==> src/rtl/lab4_oci_trace_pkg.sv <==
// Shared types and default widths for the OCI trace capture sink.
package lab4_oci_trace_pkg;

  typedef enum logic [1:0] {
    ST_IDLE    = 2'd0,
    ST_CAPTURE = 2'd1,
    ST_FLUSH   = 2'd2,
    ST_DONE    = 2'd3
  } state_t;

  localparam int unsigned DEF_DCT_W   = 30;
  localparam int unsigned DEF_CNT_W   = 4;
  localparam int unsigned DEF_DEPTH   = 16;
  localparam int unsigned DEF_OVF_W   = 16;
  localparam int unsigned DEF_FRAME_W = DEF_CNT_W + DEF_DCT_W;
  localparam logic [DEF_OVF_W-1:0] DEF_OVF_SAT = '1;

endpackage

==> src/rtl/lab4_cpu_oci_trace_capture_if.sv <==
// Trace-in and frame-out signals of the capture sink, bundled for port reuse.
interface lab4_cpu_oci_trace_capture_if
  import lab4_oci_trace_pkg::*;
#(
  parameter int unsigned DCT_W = DEF_DCT_W,
  parameter int unsigned CNT_W = DEF_CNT_W
);
  logic                   dct_valid;
  logic [DCT_W-1:0]       dct_buffer;
  logic [CNT_W-1:0]       dct_count;
  // A frame transfers on a rising edge where out_valid && out_ready; while
  // out_ready is low the sink holds out_valid and out_data unchanged.
  logic                   out_valid;
  logic                   out_ready;
  logic [CNT_W+DCT_W-1:0] out_data;

  modport master (
    output dct_valid, dct_buffer, dct_count, out_ready,
    input  out_valid, out_data
  );

  modport slave (
    input  dct_valid, dct_buffer, dct_count, out_ready,
    output out_valid, out_data
  );
endinterface

==> src/rtl/lab4_oci_trace_fifo.sv <==
// Show-ahead FIFO with registered level; accepts push+pop in the same cycle when full.
module lab4_oci_trace_fifo #(
  parameter int unsigned W     = 34,
  parameter int unsigned DEPTH = 16
) (
  input  logic                       clk,
  input  logic                       reset_n,
  input  logic                       clear_i,
  input  logic                       push_i,
  input  logic [W-1:0]               wdata_i,
  input  logic                       pop_i,
  output logic [W-1:0]               rdata_o,
  output logic                       empty_o,
  output logic                       full_o,
  output logic [$clog2(DEPTH):0]     level_o
);
  localparam int unsigned AW = $clog2(DEPTH);

  logic [W-1:0]  mem_q [DEPTH];
  logic [AW-1:0] wr_ptr_q, rd_ptr_q;
  logic [AW:0]   level_q;

  always_ff @(posedge clk) begin
    if (!reset_n || clear_i) begin
      wr_ptr_q <= '0;
      rd_ptr_q <= '0;
      level_q  <= '0;
    end else begin
      if (push_i) wr_ptr_q <= wr_ptr_q + 1'b1;
      if (pop_i)  rd_ptr_q <= rd_ptr_q + 1'b1;
      case ({push_i, pop_i})
        2'b10:   level_q <= level_q + 1'b1;
        2'b01:   level_q <= level_q - 1'b1;
        default: level_q <= level_q;
      endcase
    end
  end

  // When full, write and read slots coincide; the head is read before the edge overwrites it.
  always_ff @(posedge clk) begin
    if (reset_n && !clear_i && push_i) mem_q[wr_ptr_q] <= wdata_i;
  end

  assign empty_o = (level_q == '0);
  assign full_o  = (level_q == (AW+1)'(DEPTH));
  assign level_o = level_q;
  assign rdata_o = empty_o ? '0 : mem_q[rd_ptr_q];
endmodule

==> src/rtl/lab4_cpu_oci_trace_capture.sv <==
// OCI debug-trace sink: captures frames, counts overflow drops, sequences end-of-test.
module lab4_cpu_oci_trace_capture
  import lab4_oci_trace_pkg::*;
#(
  parameter int unsigned DCT_W = DEF_DCT_W,
  parameter int unsigned CNT_W = DEF_CNT_W,
  parameter int unsigned DEPTH = DEF_DEPTH,
  parameter int unsigned OVF_W = DEF_OVF_W
) (
  input  logic                       clk,
  input  logic                       reset_n,
  input  logic                       arm_i,
  input  logic                       test_ending_i,
  lab4_cpu_oci_trace_capture_if.slave trace_if,
  output logic [$clog2(DEPTH):0]     fill_level_o,
  output logic [OVF_W-1:0]           overflow_cnt_o,
  output logic                       test_has_ended_o,
  output state_t                     state_o
);
  localparam int unsigned ADDR_W  = $clog2(DEPTH);
  localparam int unsigned FRAME_W = CNT_W + DCT_W;
  localparam logic [OVF_W-1:0] OVF_MAX = '1;

  state_t            state_q, state_d;
  logic [OVF_W-1:0]  ovf_q, ovf_d;
  logic              fifo_empty, fifo_full, fifo_clear, fifo_push, fifo_pop;
  logic              frame_offer, frame_drop, last_pop;
  logic [ADDR_W:0]   fifo_level;
  logic [FRAME_W-1:0] fifo_rdata;

  assign frame_offer = (state_q == ST_CAPTURE) && trace_if.dct_valid &&
                       (trace_if.dct_count != '0);
  assign fifo_pop    = !fifo_empty && trace_if.out_ready;
  assign fifo_push   = frame_offer && (!fifo_full || fifo_pop);
  assign frame_drop  = frame_offer && fifo_full && !fifo_pop;
  assign fifo_clear  = arm_i && ((state_q == ST_IDLE) || (state_q == ST_DONE));
  assign last_pop    = fifo_pop && (fifo_level == (ADDR_W+1)'(1));

  always_comb begin
    state_d = state_q;
    case (state_q)
      ST_IDLE:    if (arm_i) state_d = ST_CAPTURE;
      ST_CAPTURE: if (test_ending_i) state_d = ST_FLUSH;
      ST_FLUSH:   if (fifo_empty || last_pop) state_d = ST_DONE;
      ST_DONE:    if (arm_i) state_d = ST_CAPTURE;
      default:    state_d = ST_IDLE;
    endcase
  end

  always_comb begin
    ovf_d = ovf_q;
    if (fifo_clear) ovf_d = '0;
    else if (frame_drop && (ovf_q != OVF_MAX)) ovf_d = ovf_q + 1'b1;
  end

  always_ff @(posedge clk) begin
    if (!reset_n) begin
      state_q <= ST_IDLE;
      ovf_q   <= '0;
    end else begin
      state_q <= state_d;
      ovf_q   <= ovf_d;
    end
  end

  lab4_oci_trace_fifo #(
    .W     (FRAME_W),
    .DEPTH (DEPTH)
  ) u_fifo (
    .clk     (clk),
    .reset_n (reset_n),
    .clear_i (fifo_clear),
    .push_i  (fifo_push),
    .wdata_i ({trace_if.dct_count, trace_if.dct_buffer}),
    .pop_i   (fifo_pop),
    .rdata_o (fifo_rdata),
    .empty_o (fifo_empty),
    .full_o  (fifo_full),
    .level_o (fifo_level)
  );

  assign trace_if.out_valid = !fifo_empty;
  assign trace_if.out_data  = fifo_rdata;
  assign fill_level_o       = fifo_level;
  assign overflow_cnt_o     = ovf_q;
  assign test_has_ended_o   = (state_q == ST_DONE);
  assign state_o            = state_q;
endmodule

==> src/flat_wrapper.sv <==
// flat-port wrapper written by rule: the top's interface ports become plain ports
module lab4_cpu_oci_trace_capture_flat import lab4_oci_trace_pkg::*;
#(
  parameter int unsigned DCT_W = DEF_DCT_W,
  parameter int unsigned CNT_W = DEF_CNT_W,
  parameter int unsigned DEPTH = DEF_DEPTH,
  parameter int unsigned OVF_W = DEF_OVF_W
)
  (clk, reset_n, arm_i, test_ending_i, fill_level_o, overflow_cnt_o, test_has_ended_o, state_o, trace_if_dct_valid, trace_if_dct_buffer, trace_if_dct_count, trace_if_out_ready, trace_if_out_valid, trace_if_out_data);
  lab4_cpu_oci_trace_capture_if #(.DCT_W(DCT_W), .CNT_W(CNT_W)) trace_if_i ();
  input  logic clk;
  input  logic reset_n;
  input  logic arm_i;
  input  logic test_ending_i;
  output logic [$clog2(DEPTH):0] fill_level_o;
  output logic [OVF_W-1:0] overflow_cnt_o;
  output logic test_has_ended_o;
  output state_t state_o;
  input wire logic [$bits(trace_if_i.dct_valid)-1:0] trace_if_dct_valid;
  input wire logic [$bits(trace_if_i.dct_buffer)-1:0] trace_if_dct_buffer;
  input wire logic [$bits(trace_if_i.dct_count)-1:0] trace_if_dct_count;
  input wire logic [$bits(trace_if_i.out_ready)-1:0] trace_if_out_ready;
  output wire logic [$bits(trace_if_i.out_valid)-1:0] trace_if_out_valid;
  output wire logic [$bits(trace_if_i.out_data)-1:0] trace_if_out_data;
  assign trace_if_i.dct_valid = trace_if_dct_valid;
  assign trace_if_i.dct_buffer = trace_if_dct_buffer;
  assign trace_if_i.dct_count = trace_if_dct_count;
  assign trace_if_i.out_ready = trace_if_out_ready;
  assign trace_if_out_valid = trace_if_i.out_valid;
  assign trace_if_out_data = trace_if_i.out_data;
  lab4_cpu_oci_trace_capture #(.DCT_W(DCT_W), .CNT_W(CNT_W), .DEPTH(DEPTH), .OVF_W(OVF_W)) u_core (.clk(clk), .reset_n(reset_n), .arm_i(arm_i), .test_ending_i(test_ending_i), .trace_if(trace_if_i), .fill_level_o(fill_level_o), .overflow_cnt_o(overflow_cnt_o), .test_has_ended_o(test_has_ended_o), .state_o(state_o));
endmodule
==> config.mk <==
export PLATFORM = sky130hd
export DESIGN_NAME = lab4_cpu_oci_trace_capture_flat
export DESIGN_NICKNAME = d
export VERILOG_FILES = /design/src/rtl/lab4_oci_trace_pkg.sv /design/src/rtl/lab4_cpu_oci_trace_capture_if.sv /design/src/rtl/lab4_oci_trace_fifo.sv /design/src/rtl/lab4_cpu_oci_trace_capture.sv /design/src/flat_wrapper.sv
export SDC_FILE = /design/constraint.sdc
export NUM_CORES = 1
export LEC_CHECK = 0
export CORE_ASPECT_RATIO = 1.5
export CORE_MARGIN = 8
export CORE_UTILIZATION = 55
export CTS_CLUSTER_DIAMETER = 120
export DETAILED_ROUTE_END_ITERATION = 12
export PLACE_DENSITY = 0.73
export SLEW_MARGIN = 25
export SYNTH_ARGS = -nofsm -noshare
export SYNTH_HDL_FRONTEND = slang
export SYNTH_HIERARCHICAL = 1
export SYNTH_SLANG_ARGS = --single-unit
==> constraint.sdc <==
create_clock -name clk -period 10.9 [get_ports clk]
set_clock_uncertainty 0.15 [all_clocks]
set_input_delay 2.18 -clock clk [delete_from_list [all_inputs] [get_ports clk]]
set_output_delay 2.18 -clock clk [all_outputs]
set_load 0.01 [all_outputs]
==> flow_summary.ini <==
[floorplanning]
fp.dieArea_um2 = 48400
rows = 91
ioPinCount = 99
start_util_pct = 55.5
die_ht_um = 266
core_region_area_um2 = 41100
die_width_um = 182

[routing]
post_drt_wl_per_cell_um = 26.0
drt_drc_violations_left = 0
detail_route.vias_per_cell = 6.13
detailedRoute.firstPassIterationCount = 5
vias = 11000
detailedRoute.firstIterationViolations = 852
route.final.wire_length_um = 46700
drt.antenna.violating_nets = 0

[layout]
final_net_count = 1251
utilization_pct = 63.8
num-fill-cells = 2740
area_growth_syn_to_layout_pct = 14.9
antenna_cells_inserted = 0
post_route_cells_drive_above_1_share_pct = 19.1

[sta]
setup_violations = 0
relSlewSlack_pct = 33.3
worst_pin_slew_ps = 1000
final.setup.tns_ps = 0
drv_slew = 0
fin_crit_ps = 6600
min_period_over_period_pct = 60.6
finalHoldViolations = 0
achievable_frequency_mhz = 151
rsz0062_at_grt = false

[global_route]
grt_max_degree = 71
antenna_violations_before_repair = 1
grt.busiest_layer = met2
grtUsageTotal_pct = 19.4
first_pass_grt_wire_length_um = 70400
gr_layer_usage_met1_pct = 24.0
first_global_vias = 11500
grt_use_met2_pct = 34.9
met3_usage_pct = 3.56
globalRoute.totalOverflow = 0

[worst_hold_path]
worstHoldPathCells = 2
holdCritStartpoint = u_core/overflow_cnt_o[13]
hold_end = u_core/overflow_cnt_o[13]
min-delay-path-class = reg -> reg

[clocking]
tritoncts_clock_tree = done
cts_hold_repair.buffers = 0
cts-buffers-inserted = 51
ctsHtreeMaxLevel = 2
insertion_delay_ps = 570
post_cts_resize_count = 0
clock_sink_count = 579
cts.reportedPaths.clkPinSlew_ps = 60
post-cts-setup-buffers = 0
clk_path_buf_depth = 3
clock_tree.root_cell = sky130_fd_sc_hd__clkbuf_16

[logic_synthesis]
synthCells = 1071
synth-seq-area-share_pct = 74.6
synth_async_sr_flop_share_pct = 0
synth-main-ff-cell = sky130_fd_sc_hd__edfxtp_1
synth_nets = 1124
postSynthAreaPerCell_um2 = 21.3
synth_warnings = 6
mappedNetlistArea_um2 = 22800
synth-edff-count = 544
synth.ff_latch_count = 579
synth_cell_types = 56

[worst_setup_path]
crit_path_start_kind = flop
critPathKind = reg -> out
worst-endpoint-arrival_ps = 4270
r2r_end = u_core/u_fifo/mem_q[6][25]
end_kind = primary output
timing.critical_path.required_ps = 8570
critical_path.reg2reg.startpoint = u_core/u_fifo/level_o[2]
length_in_cells_of_the_worst_reg_to_reg_path = 7
path_max_fanout = 43
worst-r2r-setup-slack_ps = 7130

[placed_design]
hpwlAfterDp_um = 26700
place_congestion = 0.771
numPortBuffers = 98

[flow_run]
maxCapViolCount = 0

[power_and_ir_drop]
power.static_leakage_nw = 8.02
vdd_ir_drop_max_mv = 0.139
power_density_nw_per_um2 = 186

[status]
run_status = finished, final reports clean
==> through the flow <==
stage,setup WS [ps],instance area [um^2],cells,power (W),hold slack [ps]
CTS,4130,26200,1797,0.00491,361
floorplan,5880,22800,1071,0.00289,335
finish,4300,26200,1797,0.00487,364
detailed placement,4770,24600,1703,0.00318,349
global placement,4830,24500,1699,0.00314,334
global route,4010,26200,1797,0.00502,407
==> cell type report <==
type / instances / area [um^2] / share of cell area, %
Clock inverter: 35 / 272 / 1.04
Multi-Input combinational cell: 427 / 5570 / 21.2
Timing Repair Buffer: 125 / 1240 / 4.72
Inverter: 14 / 52.6 / 0.200
Sequential cell: 579 / 17000 / 65.0
Clock buffer: 59 / 1350 / 5.14
Tap cell: 558 / 698 / 2.66
==> worst max-delay path, stage by stage, from the launching register on <==
cell and delay [ps]:
sky130_fd_sc_hd__dfxtp_4 600, sky130_fd_sc_hd__buf_4 730, sky130_fd_sc_hd__buf_4 760, sky130_fd_sc_hd__mux4_2 620, sky130_fd_sc_hd__nor2b_1 150, sky130_fd_sc_hd__a221o_1 280, sky130_fd_sc_hd__clkdlybuf4s50_1 480
==> cells in the mapped netlist, types with 12 or more instances <==
master	n	area, um^2
sky130_fd_sc_hd__a221o_1	34	340
sky130_fd_sc_hd__buf_2	26	130
sky130_fd_sc_hd__clkbuf_1	13	48.8
sky130_fd_sc_hd__dfxtp_1	35	701
sky130_fd_sc_hd__edfxtp_1	544	16300
sky130_fd_sc_hd__ha_1	13	163
sky130_fd_sc_hd__inv_1	14	52.6
sky130_fd_sc_hd__mux2_2	34	383
sky130_fd_sc_hd__mux4_1	55	1450
sky130_fd_sc_hd__mux4_2	81	1820
sky130_fd_sc_hd__nand2_1	18	67.6
sky130_fd_sc_hd__nor2_1	43	161
sky130_fd_sc_hd__nor2b_1	36	225
sky130_fd_sc_hd__xnor2_1	12	105
==> sequential cells by signal, indices dropped and copies added (netlist names), named ones only <==
signal	flops
u_core/overflow_cnt_o	16
u_core/u_fifo/wr_ptr_q	4
u_core/u_fifo/level_o	5
u_core/state_o	2
u_core/u_fifo/rd_ptr_q	4
u_core/u_fifo/mem_q	544
==> where the power goes <==
| group | leakage [nW] | internal [W] | switching, W | total [W] |
|---|---|---|---|---|
| Sequential | 5.17 | 0.00245 | 0.0000267 | 0.00248 |
| Clock | 0.779 | 0.000979 | 0.000764 | 0.00174 |
| Combinational | 2.07 | 0.000329 | 0.000318 | 0.000648 |
==> routing by layer <==
layer  part of all wire [%]  vias up  wire, um
met4                    1.6        2       734
li1                       -     4774         -
met3                    5.8       56      2700
met1                     39     5841     18100
met2                     54      340     25100
met5                  0.028        -        13
==> how the worst max path moves through the flow <==
stage,from,to,cells after the start
floorplan,arm_i,u_core/u_fifo/mem_q[0][0],5
global placement,flop,trace_if_out_data[10],6
detailed placement,flop,trace_if_out_data[13],6
CTS,flop,trace_if_out_data[13],6
global route,flop,trace_if_out_data[14],6
finish,flop,trace_if_out_data[14],6
==> cells by family after synthesis <==
family | share of synthesized area, %
muxes | 16.2
buffers and inverters | 1.56
xor gates and xnor gates | 0.690
AOI/OAI and AO/OA | 2.62
adders and majority gates | 0.712
DFF | 74.6
and+or+nand+nor | 3.63
==> cells in the final DEF, fill, tap and decap left out, drive strengths merged, types with 18 or more instances in the layout <==
cell type / instances
edfxtp: 544
nand2: 18
buf: 27
mux4: 136
nor2: 46
nor2b: 36
clkdlybuf4s50: 98
clkbuf: 59
mux2: 34
a221o: 34
dfxtp: 35
clkinv: 27
(Power assumes the default switching activity.)
